File: config.mk
export PLATFORM = sky130hd
export DESIGN_NAME = mem_access_way0
export DESIGN_NICKNAME = d
export VERILOG_FILES = /design/src/rtl/mem_access_way0_pkg.sv /design/src/rtl/mem_access_way0_load_extend.sv /design/src/rtl/mem_access_way0.sv
export SDC_FILE = /design/constraint.sdc
export NUM_CORES = 1
export LEC_CHECK = 0
export CORE_AREA = 2 2 166 168
export DETAILED_ROUTE_END_ITERATION = 16
export DIE_AREA = 0 0 168 170
export PLACE_DENSITY = 0.71
export SYNTH_ARGS = -nofsm -noshare
export SYNTH_HDL_FRONTEND = slang
export SYNTH_SLANG_ARGS = --single-unit
File: constraint.sdc
create_clock -name clk -period 2.6 [get_ports clk]
set_clock_uncertainty 0.2 [all_clocks]
set_input_delay 0.78 -clock clk [delete_from_list [all_inputs] [get_ports clk]]
set_output_delay 0.78 -clock clk [all_outputs]
set_load 0.03 [all_outputs]
File: src/rtl/mem_access_way0_pkg.sv
// Shared definitions for the way-0 memory access stage: FSM states and
// the funct3 load encodings used by the load alignment logic.
package mem_access_way0_pkg;

  typedef enum logic [1:0] {
    IDLE  = 2'd0,
    READ  = 2'd1,
    WRITE = 2'd2,
    RESP  = 2'd3
  } state_e;

  localparam logic [2:0] F3_LB  = 3'b000;
  localparam logic [2:0] F3_LH  = 3'b001;
  localparam logic [2:0] F3_LW  = 3'b010;
  localparam logic [2:0] F3_LD  = 3'b011;
  localparam logic [2:0] F3_LBU = 3'b100;
  localparam logic [2:0] F3_LHU = 3'b101;
  localparam logic [2:0] F3_LWU = 3'b110;
  localparam logic [2:0] F3_NOP = 3'b111;

endpackage

File: src/rtl/mem_access_way0_load_extend.sv
// Load alignment and extension: picks the addressed element out of a
// 64-bit beat (offset aligned down to the access size) and sign- or
// zero-extends it according to funct3.
module load_extend
  import mem_access_way0_pkg::*;
(
  input  logic [63:0] i_beat,
  input  logic [2:0]  i_offset,
  input  logic [2:0]  i_funct3,
  output logic [63:0] o_result
);

  logic [2:0]  w_offset;
  logic [63:0] w_shifted;

  // Align the byte offset down to the natural boundary of the access size
  always_comb begin
    w_offset = 3'd0;
    case (i_funct3[1:0])
      2'b00:   w_offset = i_offset;
      2'b01:   w_offset = {i_offset[2:1], 1'b0};
      2'b10:   w_offset = {i_offset[2], 2'b00};
      default: w_offset = 3'd0;
    endcase
  end

  assign w_shifted = i_beat >> {w_offset, 3'b000};

  // Extend the selected element to 64 bits
  always_comb begin
    o_result = 64'd0;
    case (i_funct3)
      F3_LB:   o_result = {{56{w_shifted[7]}},  w_shifted[7:0]};
      F3_LH:   o_result = {{48{w_shifted[15]}}, w_shifted[15:0]};
      F3_LW:   o_result = {{32{w_shifted[31]}}, w_shifted[31:0]};
      F3_LD:   o_result = w_shifted;
      F3_LBU:  o_result = {56'd0, w_shifted[7:0]};
      F3_LHU:  o_result = {48'd0, w_shifted[15:0]};
      F3_LWU:  o_result = {32'd0, w_shifted[31:0]};
      F3_NOP:  o_result = 64'd0;
      default: o_result = 64'd0;
    endcase
  end

endmodule

File: src/rtl/mem_access_way0.sv
// Way-0 memory access stage: accepts one op at a time, performs the RAM
// read or write it needs, then holds the writeback result until the
// consumer takes it. An optional timeout abandons a RAM request that is
// never answered.
module mem_access_way0
  import mem_access_way0_pkg::*;
#(
  parameter int unsigned RESP_TIMEOUT = 0
) (
  input  logic        clk,
  input  logic        reset_n,
  input  logic        valid_i,
  output logic        ready_o,
  input  logic        memRead_i,
  input  logic        memWrite_i,
  input  logic        rdWriteEnable_i,
  input  logic [4:0]  rdAddr_i,
  input  logic [63:0] rdData_i,
  input  logic [2:0]  funct3_i,
  input  logic [31:0] memAddr_i,
  input  logic [63:0] writeData_i,
  input  logic [7:0]  writeMask_i,
  output logic        ramReadEn_o,
  output logic        ramWriteEn_o,
  output logic [31:0] ramAddr_o,
  output logic [63:0] ramWriteData_o,
  output logic [7:0]  ramWriteMask_o,
  input  logic [63:0] ramReadData_i,
  input  logic        dataOk_i,
  input  logic        writeDone_i,
  output logic        wbValid_o,
  input  logic        wbReady_i,
  output logic        wbRdWriteEnable_o,
  output logic [4:0]  wbRdAddr_o,
  output logic [63:0] wbRdData_o,
  output logic        timeout_o
);

  // Counter holds 0 .. RESP_TIMEOUT-1; keep at least one bit when disabled
  localparam int unsigned TO_W = (RESP_TIMEOUT > 1) ? $clog2(RESP_TIMEOUT) : 1;
  localparam logic [TO_W-1:0] TO_LAST = TO_W'((RESP_TIMEOUT > 0) ? (RESP_TIMEOUT - 1) : 0);

  state_e            r_state;
  state_e            w_state_nxt;
  logic [31:0]       r_mem_addr;
  logic [63:0]       r_write_data;
  logic [7:0]        r_write_mask;
  logic [4:0]        r_rd_addr;
  logic [2:0]        r_funct3;
  logic              r_rd_we;
  logic [63:0]       r_wb_data;
  logic              r_timeout;
  logic [TO_W-1:0]   r_to_cnt;
  logic              w_to_expire;
  logic              w_is_store;
  logic [63:0]       w_load_data;

  assign w_to_expire = (RESP_TIMEOUT > 0) && (r_to_cnt == TO_LAST);
  assign w_is_store  = memWrite_i && !memRead_i;

  load_extend u_load_extend (
    .i_beat   (ramReadData_i),
    .i_offset (r_mem_addr[2:0]),
    .i_funct3 (r_funct3),
    .o_result (w_load_data)
  );

  // State register
  always_ff @(posedge clk or negedge reset_n) begin
    if (!reset_n) begin
      r_state <= IDLE;
    end else begin
      r_state <= w_state_nxt;
    end
  end

  // Next-state logic; a read wins when both class flags are set
  always_comb begin
    w_state_nxt = r_state;
    case (r_state)
      IDLE: begin
        if (valid_i) begin
          if (memRead_i) begin
            w_state_nxt = READ;
          end else if (memWrite_i) begin
            w_state_nxt = WRITE;
          end else begin
            w_state_nxt = RESP;
          end
        end else begin
          w_state_nxt = IDLE;
        end
      end
      READ: begin
        if (dataOk_i || w_to_expire) begin
          w_state_nxt = RESP;
        end else begin
          w_state_nxt = READ;
        end
      end
      WRITE: begin
        if (writeDone_i || w_to_expire) begin
          w_state_nxt = RESP;
        end else begin
          w_state_nxt = WRITE;
        end
      end
      RESP: begin
        if (wbReady_i) begin
          w_state_nxt = IDLE;
        end else begin
          w_state_nxt = RESP;
        end
      end
      default: w_state_nxt = IDLE;
    endcase
  end

  // Capture the accepted op, the load result and the timeout status
  always_ff @(posedge clk or negedge reset_n) begin
    if (!reset_n) begin
      r_mem_addr   <= 32'd0;
      r_write_data <= 64'd0;
      r_write_mask <= 8'd0;
      r_rd_addr    <= 5'd0;
      r_funct3     <= 3'd0;
      r_rd_we      <= 1'b0;
      r_wb_data    <= 64'd0;
      r_timeout    <= 1'b0;
      r_to_cnt     <= '0;
    end else begin
      case (r_state)
        IDLE: begin
          if (valid_i) begin
            r_mem_addr   <= memAddr_i;
            r_write_data <= writeData_i;
            r_write_mask <= writeMask_i;
            r_rd_addr    <= rdAddr_i;
            r_funct3     <= funct3_i;
            // x0 is never written and stores have no register result
            r_rd_we      <= rdWriteEnable_i && (rdAddr_i != 5'd0) && !w_is_store;
            r_wb_data    <= (memRead_i || memWrite_i) ? 64'd0 : rdData_i;
            r_timeout    <= 1'b0;
            r_to_cnt     <= '0;
          end
        end
        READ: begin
          if (dataOk_i) begin
            r_wb_data <= w_load_data;
          end else if (w_to_expire) begin
            r_rd_we   <= 1'b0;
            r_timeout <= 1'b1;
          end else begin
            r_to_cnt <= r_to_cnt + TO_W'(1);
          end
        end
        WRITE: begin
          if (writeDone_i) begin
            r_timeout <= 1'b0;
          end else if (w_to_expire) begin
            r_rd_we   <= 1'b0;
            r_timeout <= 1'b1;
          end else begin
            r_to_cnt <= r_to_cnt + TO_W'(1);
          end
        end
        RESP: begin
          if (wbReady_i) begin
            r_timeout <= 1'b0;
          end
        end
        default: begin
          r_timeout <= 1'b0;
        end
      endcase
    end
  end

  assign ready_o           = (r_state == IDLE);
  assign ramReadEn_o       = (r_state == READ);
  assign ramWriteEn_o      = (r_state == WRITE);
  assign ramAddr_o         = r_mem_addr;
  assign ramWriteData_o    = r_write_data;
  assign ramWriteMask_o    = r_write_mask;
  assign wbValid_o         = (r_state == RESP);
  assign wbRdWriteEnable_o = r_rd_we;
  assign wbRdAddr_o        = r_rd_addr;
  assign wbRdData_o        = r_wb_data;
  assign timeout_o         = r_timeout;

endmodule

# Yosys cells after proc, flatten, opt, wreduce, memory -nomap -nowiden
# Index checks and enable logic that the tools add are counted.
dict set report word_totals {
  register_bits 180
  latch_bits 0
  ramBits 0
  rom_bits 0
  in_bits 249
  out_inout_bits 179
  elab_cells 58
  memories 0
}
dict set report classes {
  n_addsub 0
  mul 0
  div_mod_pow 0
  n_lt_le_gt_ge 0
  n_eq_ne 16
  shift 1
  mux 17
  n_bitwise 1
  n_reduce_logical 14
}
# op count
set ops {}
lappend ops {{$pmux W64 S8} 1}
lappend ops {{$mux W64} 3}
lappend ops {{$pmux W64 S2} 1}
lappend ops {{$shr A64 B6 Y64} 1}
lappend ops {{$eq A3 B3 Y1 const B} 4}
lappend ops {{$pmux W3 S3} 1}
lappend ops {{$mux W2} 4}
lappend ops {{$pmux W2 S4} 1}
lappend ops {{$eq A2 B2 Y1 const B} 3}
lappend ops {{$eq A3 B2 Y1 const B} 2}
lappend ops {{$ne A2 B1 Y1 const B} 3}
lappend ops {{$mux W1} 5}
lappend ops {{$reduce_bool A5 Y1} 1}
lappend ops {{$eq A2 B1 Y1 const B} 2}
lappend ops {{$logic_not A2 Y1} 2}
lappend ops {{$reduce_and A4 Y1} 1}
lappend ops {{$eq A3 B1 Y1 const B} 1}
lappend ops {{$logic_and A1 B1 Y1} 3}
lappend ops {{$logic_not A3 Y1} 1}
lappend ops {{$pmux W1 S3} 1}
lappend ops {{$reduce_and A3 Y1} 1}
lappend ops {{$logic_not A1 Y1} 2}
lappend ops {{$ne A2 B2 Y1 const B} 1}
lappend ops {{$reduce_and A2 Y1} 1}
lappend ops {{other kinds (3)} 3}

# Longest topological paths before layout
dict set report depth {
  ltp_word 6
  ltp_mapped 9
  depth_no_buf 6
}

# Modules after synthesis
# Synthesis repeated with hierarchy kept, for this count alone.
dict set report hier_totals {
  hier_cells 851
  area_unflattened_um2 10097.2
}
# mod instances cells_each area_per_inst_um2 seq_area_each_um2
set modules_own_cells {}
lappend modules_own_cells {mem_access_way0 1 483 7507.2 4479.3}
lappend modules_own_cells {load_extend 1 368 2590.0 0.0}

# Worst setup path after synthesis
# Ideal clock, no wire load.
dict set report synth_path {
  path_kind {input to register}
  startpoint {in ramReadData_i[47]}
  endpoint {reg r_wb_data[36] (netlist: wbRdData_o[36])}
  t_arrival_ps 2277
  required_time_ps 2248
  setup_slack_ps -29
  path_stages 7
  cell_sequence {mux2_4 > a221oi_2 > o22ai_1 > a31o_4 > nor4_4 > buf_6 > a221oi_2}
}
dict set report synth_between {
  elab_chain_cells 4
}
# item line
set synth_rtl {}
lappend synth_rtl {{start, declared} mem_access_way0.sv:28} ;# input logic [63:0] ramReadData_i,
lappend synth_rtl {{$shr A64 B6 Y64} mem_access_way0_load_extend.sv:27} ;# assign w_shifted = i_beat >> {w_offset, 3'b000};
lappend synth_rtl {{$pmux W64 S8} mem_access_way0_load_extend.sv:32} ;# case (i_funct3)
lappend synth_rtl {{$mux W64} mem_access_way0.sv:148} ;# if (dataOk_i) begin
lappend synth_rtl {{$pmux W64 S2} mem_access_way0.sv:132} ;# case (r_state)
lappend synth_rtl {{end signal, assigned} mem_access_way0.sv:142} ;# r_wb_data <= (memRead_i || memWrite_i) ? 64'd0 : rdData_i;
lappend synth_rtl {{end signal, assigned} mem_access_way0.sv:149} ;# r_wb_data <= w_load_data;
lappend synth_rtl {{end, declared} mem_access_way0.sv:51} ;# logic [63:0] r_wb_data;
# Every way passes these cells. The select of a mux whose other input is x is not followed.
# A chain may end at the register's enable or synchronous reset.

# Worst setup path in the final report
dict set report layout_path {
  startpoint {in ramReadData_i[7]}
  endpoint {reg r_wb_data[26] (netlist: wbRdData_o[26])}
}
# Same word-level chain as after synthesis.

==> impl_metrics.env <==
export IMPL_dieHeight_um=170
export IMPL_setup_violations=0
export IMPL_synth_top_family_by_area="multiplexers"
export IMPL_criticalPathCategory="input port to flip-flop"
export IMPL_hold_viol_final=0
export IMPL_slew_headroom=0.4845
export IMPL_cts_root_buf="clkbuf_16"
export IMPL_worst_setup_path_end_kind="flip-flop"
export IMPL_synth_area_leaders="dfrtp_1, mux2_2, mux2i_1, a221oi_2, a21oi_1"
export IMPL_syn_nets=1079
export IMPL_dieArea_um2=28560
export IMPL_final_nets=1559
export IMPL_syn_to_final_growth_pct=66.68
export IMPL_yosysTopAreaCell="dfrtp_1"
export IMPL_crit_end="wbRdData_o[26]"
export IMPL_synthCells=830
export IMPL_timing_rr_end="wbRdData_o[27]"
export IMPL_finalCriticalPeriod_ps=2559
export IMPL_firstDrtPassIters=5
export IMPL_rows=60
export IMPL_synth_xor_area_share=0
export IMPL_ys_ff_latch=179
export IMPL_crit_start="ramReadData_i[7]"
export IMPL_synth_top_area_share=0.4846
export IMPL_cts_sinks=179
export IMPL_power_density_nw_per_um2=1331
export IMPL_drive_gt1_frac=0.2426
export IMPL_grt_pass1_wl_um=57120
export IMPL_ir_drop_uv=711.4
export IMPL_worst_pin_slew_ps=768.1
export IMPL_slew_viol_final=0
export IMPL_avgSynthCellArea_um2=11.14
export IMPL_ys_top_cells_by_count="dfrtp_1, mux2_2, nand2_1"
export IMPL_final_area_um2=15410
export IMPL_layout_cells_non_filler=1671
export IMPL_post_drt_wl_per_cell_um=23.26
export IMPL_place_hpwl_um=29510
export IMPL_ys_flop_type="dfrtp_1"
export IMPL_grt_pass1_vias=9356
export IMPL_grt_overflow=0
export IMPL_outcome="finished clean"
export IMPL_max_cap_violations=0
export IMPL_nFillCells=2245
export IMPL_ys_async_sr_fraction=1.000
export IMPL_synth_mux_area_fraction=0.2067
export IMPL_fp_coreArea_um2=26650
export IMPL_port_buffers=426
export IMPL_synth_fa_ha_area_frac=0
export IMPL_ant_nets=0
export IMPL_cts_hold_buf=0
export IMPL_worstSetupStartpointType="input port"
export IMPL_cts_made_buffers=17
export IMPL_reg2reg_slack_ps=110
export IMPL_synthSimpleGateAreaFrac=0.09732
export IMPL_htree_levels=4
export IMPL_fmax_mhz=390.8
export IMPL_track_usage=0.2673
export IMPL_yosysWarnings=0
export IMPL_tritoncts="done"
export IMPL_synth_cell_type_count=55
export IMPL_routed_via_density=5.355
export IMPL_synth_most_common_cell="dfrtp_1"
export IMPL_drc=0
export IMPL_num_io_pins=428
export IMPL_clk_transition_reported_paths_ps=80
export IMPL_r2r_start="ramAddr_o[0]"
export IMPL_grt_max_degree=53
export IMPL_min_path_type="input port to async pin"
export IMPL_dp_cells=1616
export IMPL_placed_cell_area_um2=14500
export IMPL_critical_path_peak_fanout=16
export IMPL_synth_compound_area_frac=0.1726
export IMPL_antenna_found_initial=10
export IMPL_clk_path_buf_depth=2
export IMPL_clk_latency_ps=440
export IMPL_p_leak_nw=6.480
export IMPL_netlist_area_um2=9244
export IMPL_die_width_um=168
export IMPL_crit_arrival_ps=2650
export IMPL_drt_iter0_markers=714
export IMPL_synth_edf_count=0
export IMPL_worst_ep_required_time_ps=2690
export IMPL_routed_via_count=8949
export IMPL_r2r_cells=7
export IMPL_total_power_mw=20.51
export IMPL_rsz0062_at_grt="yes"
export IMPL_routabilityCongestion=0.8943
export IMPL_start_util=0.3469
export IMPL_finalCritPeriodShare=0.9842
export IMPL_drt_wl_total_um=38860
export IMPL_seq_area_frac_synth=0.4846
per-layer routing:
layer / GRT usage / vias to the layer above / part of all wire
met2: 0.4536 / 426 / 0.49
met1: 0.3045 / 4410 / 0.38
li1: - / 4040 / -
met4: 0.1202 / 6 / 0.039
met5: 0 / - / 0.00098
met3: 0.09372 / 67 / 0.092
worst max-delay path: stages:
cell	delay [ps]
clkdlybuf4s50_1	420
nor2b_1	140
a221oi_2	300
o21ai_2	120
a31o_4	260
buf_4	150
nor3_4	160
buf_6	200
a221oi_1	110
report_power, final:
group	switching (mW)	leakage, nW	internal [mW]	total, mW
Combinational	7.02	4.06	5.62	12.6
Clock	1.40	0.299	1.35	2.75
Sequential	0.908	2.12	4.21	5.12
cell type report:
type	instances	area, um2	share of cell area
clock buffers	18	439.2	0.02850
multi-input cells	574	4566	0.2963
well taps	341	426.7	0.02769
clock inverters	14	182.7	0.01186
inverters	6	22.52	0.001462
repair buffers	532	5268	0.3419
flip-flops and latches	179	4486	0.2911
diodes	7	17.52	0.001137
layout by cell type, fill, tap and decap left out, types with 21 or more instances in the layout:
cell type / instances
buf_4: 86
a221oi_2: 33
a221oi_1: 22
mux2_2: 111
a21oi_1: 72
dfrtp_1: 174
nor2_1: 68
o21ai_0: 21
clkdlybuf4s50_1: 413
nand2_1: 76
mux2i_1: 60
how the worst min path moves through the flow:
| stage | cells past startpoint | end | slack [ps] | from |
|---|---|---|---|---|
| floorplan | 0 | r_funct3[0] | 280 | reset_n |
| global placement | 2 | wbRdData_o[4] | 280 | wbRdData_o[4] |
| detailed placement | 2 | wbRdData_o[3] | 290 | wbRdData_o[3] |
| CTS | 1 | wbRdData_o[49] | 110 | reset_n |
| global route | 1 | wbRdData_o[49] | 100 | reset_n |
| finish | 1 | wbRdData_o[49] | 100 | reset_n |
flip-flops by register name (all words and copies together), names as in the netlist:
signal             flops
r_funct3               3
r_state                2
ramAddr_o             32
ramWriteData_o        64
ramWriteMask_o         8
wbRdAddr_o             5
wbRdData_o            64
wbRdWriteEnable_o      1
repair_timing:
item,in CTS,in global routing
cloned,2,0
gates resized for setup,24,20
buffers inserted,4,13
setup endpoints to repair,60,52
pin swaps,7,9
cells by family (layout without fill, tap and decap cells):
group	after synthesis	count (layout)
other cells	1	8
flops	179	179
buf+inv	77	570
mux	174	174
compound gates	202	202
simple gates	197	197
metrics by stage:
| step | hold slack, ps | setup TNS (ps) | worst slack, ps | utilization |
|---|---|---|---|---|
| after floorplan | 284.4 | -2.528 | -2.142 | - |
| after global placement | 275.9 | -38420 | -769.5 | 0.5439 |
| after detailed placement | 292.6 | -38540 | -741.1 | 0.5439 |
| after CTS | 113.5 | -139.9 | -32.14 | 0.5724 |
| after global routing | 102.7 | -815.5 | -59.95 | 0.5781 |
| final | 95.43 | 0 | 40.99 | 0.5781 |
(Power assumes the default switching activity.)
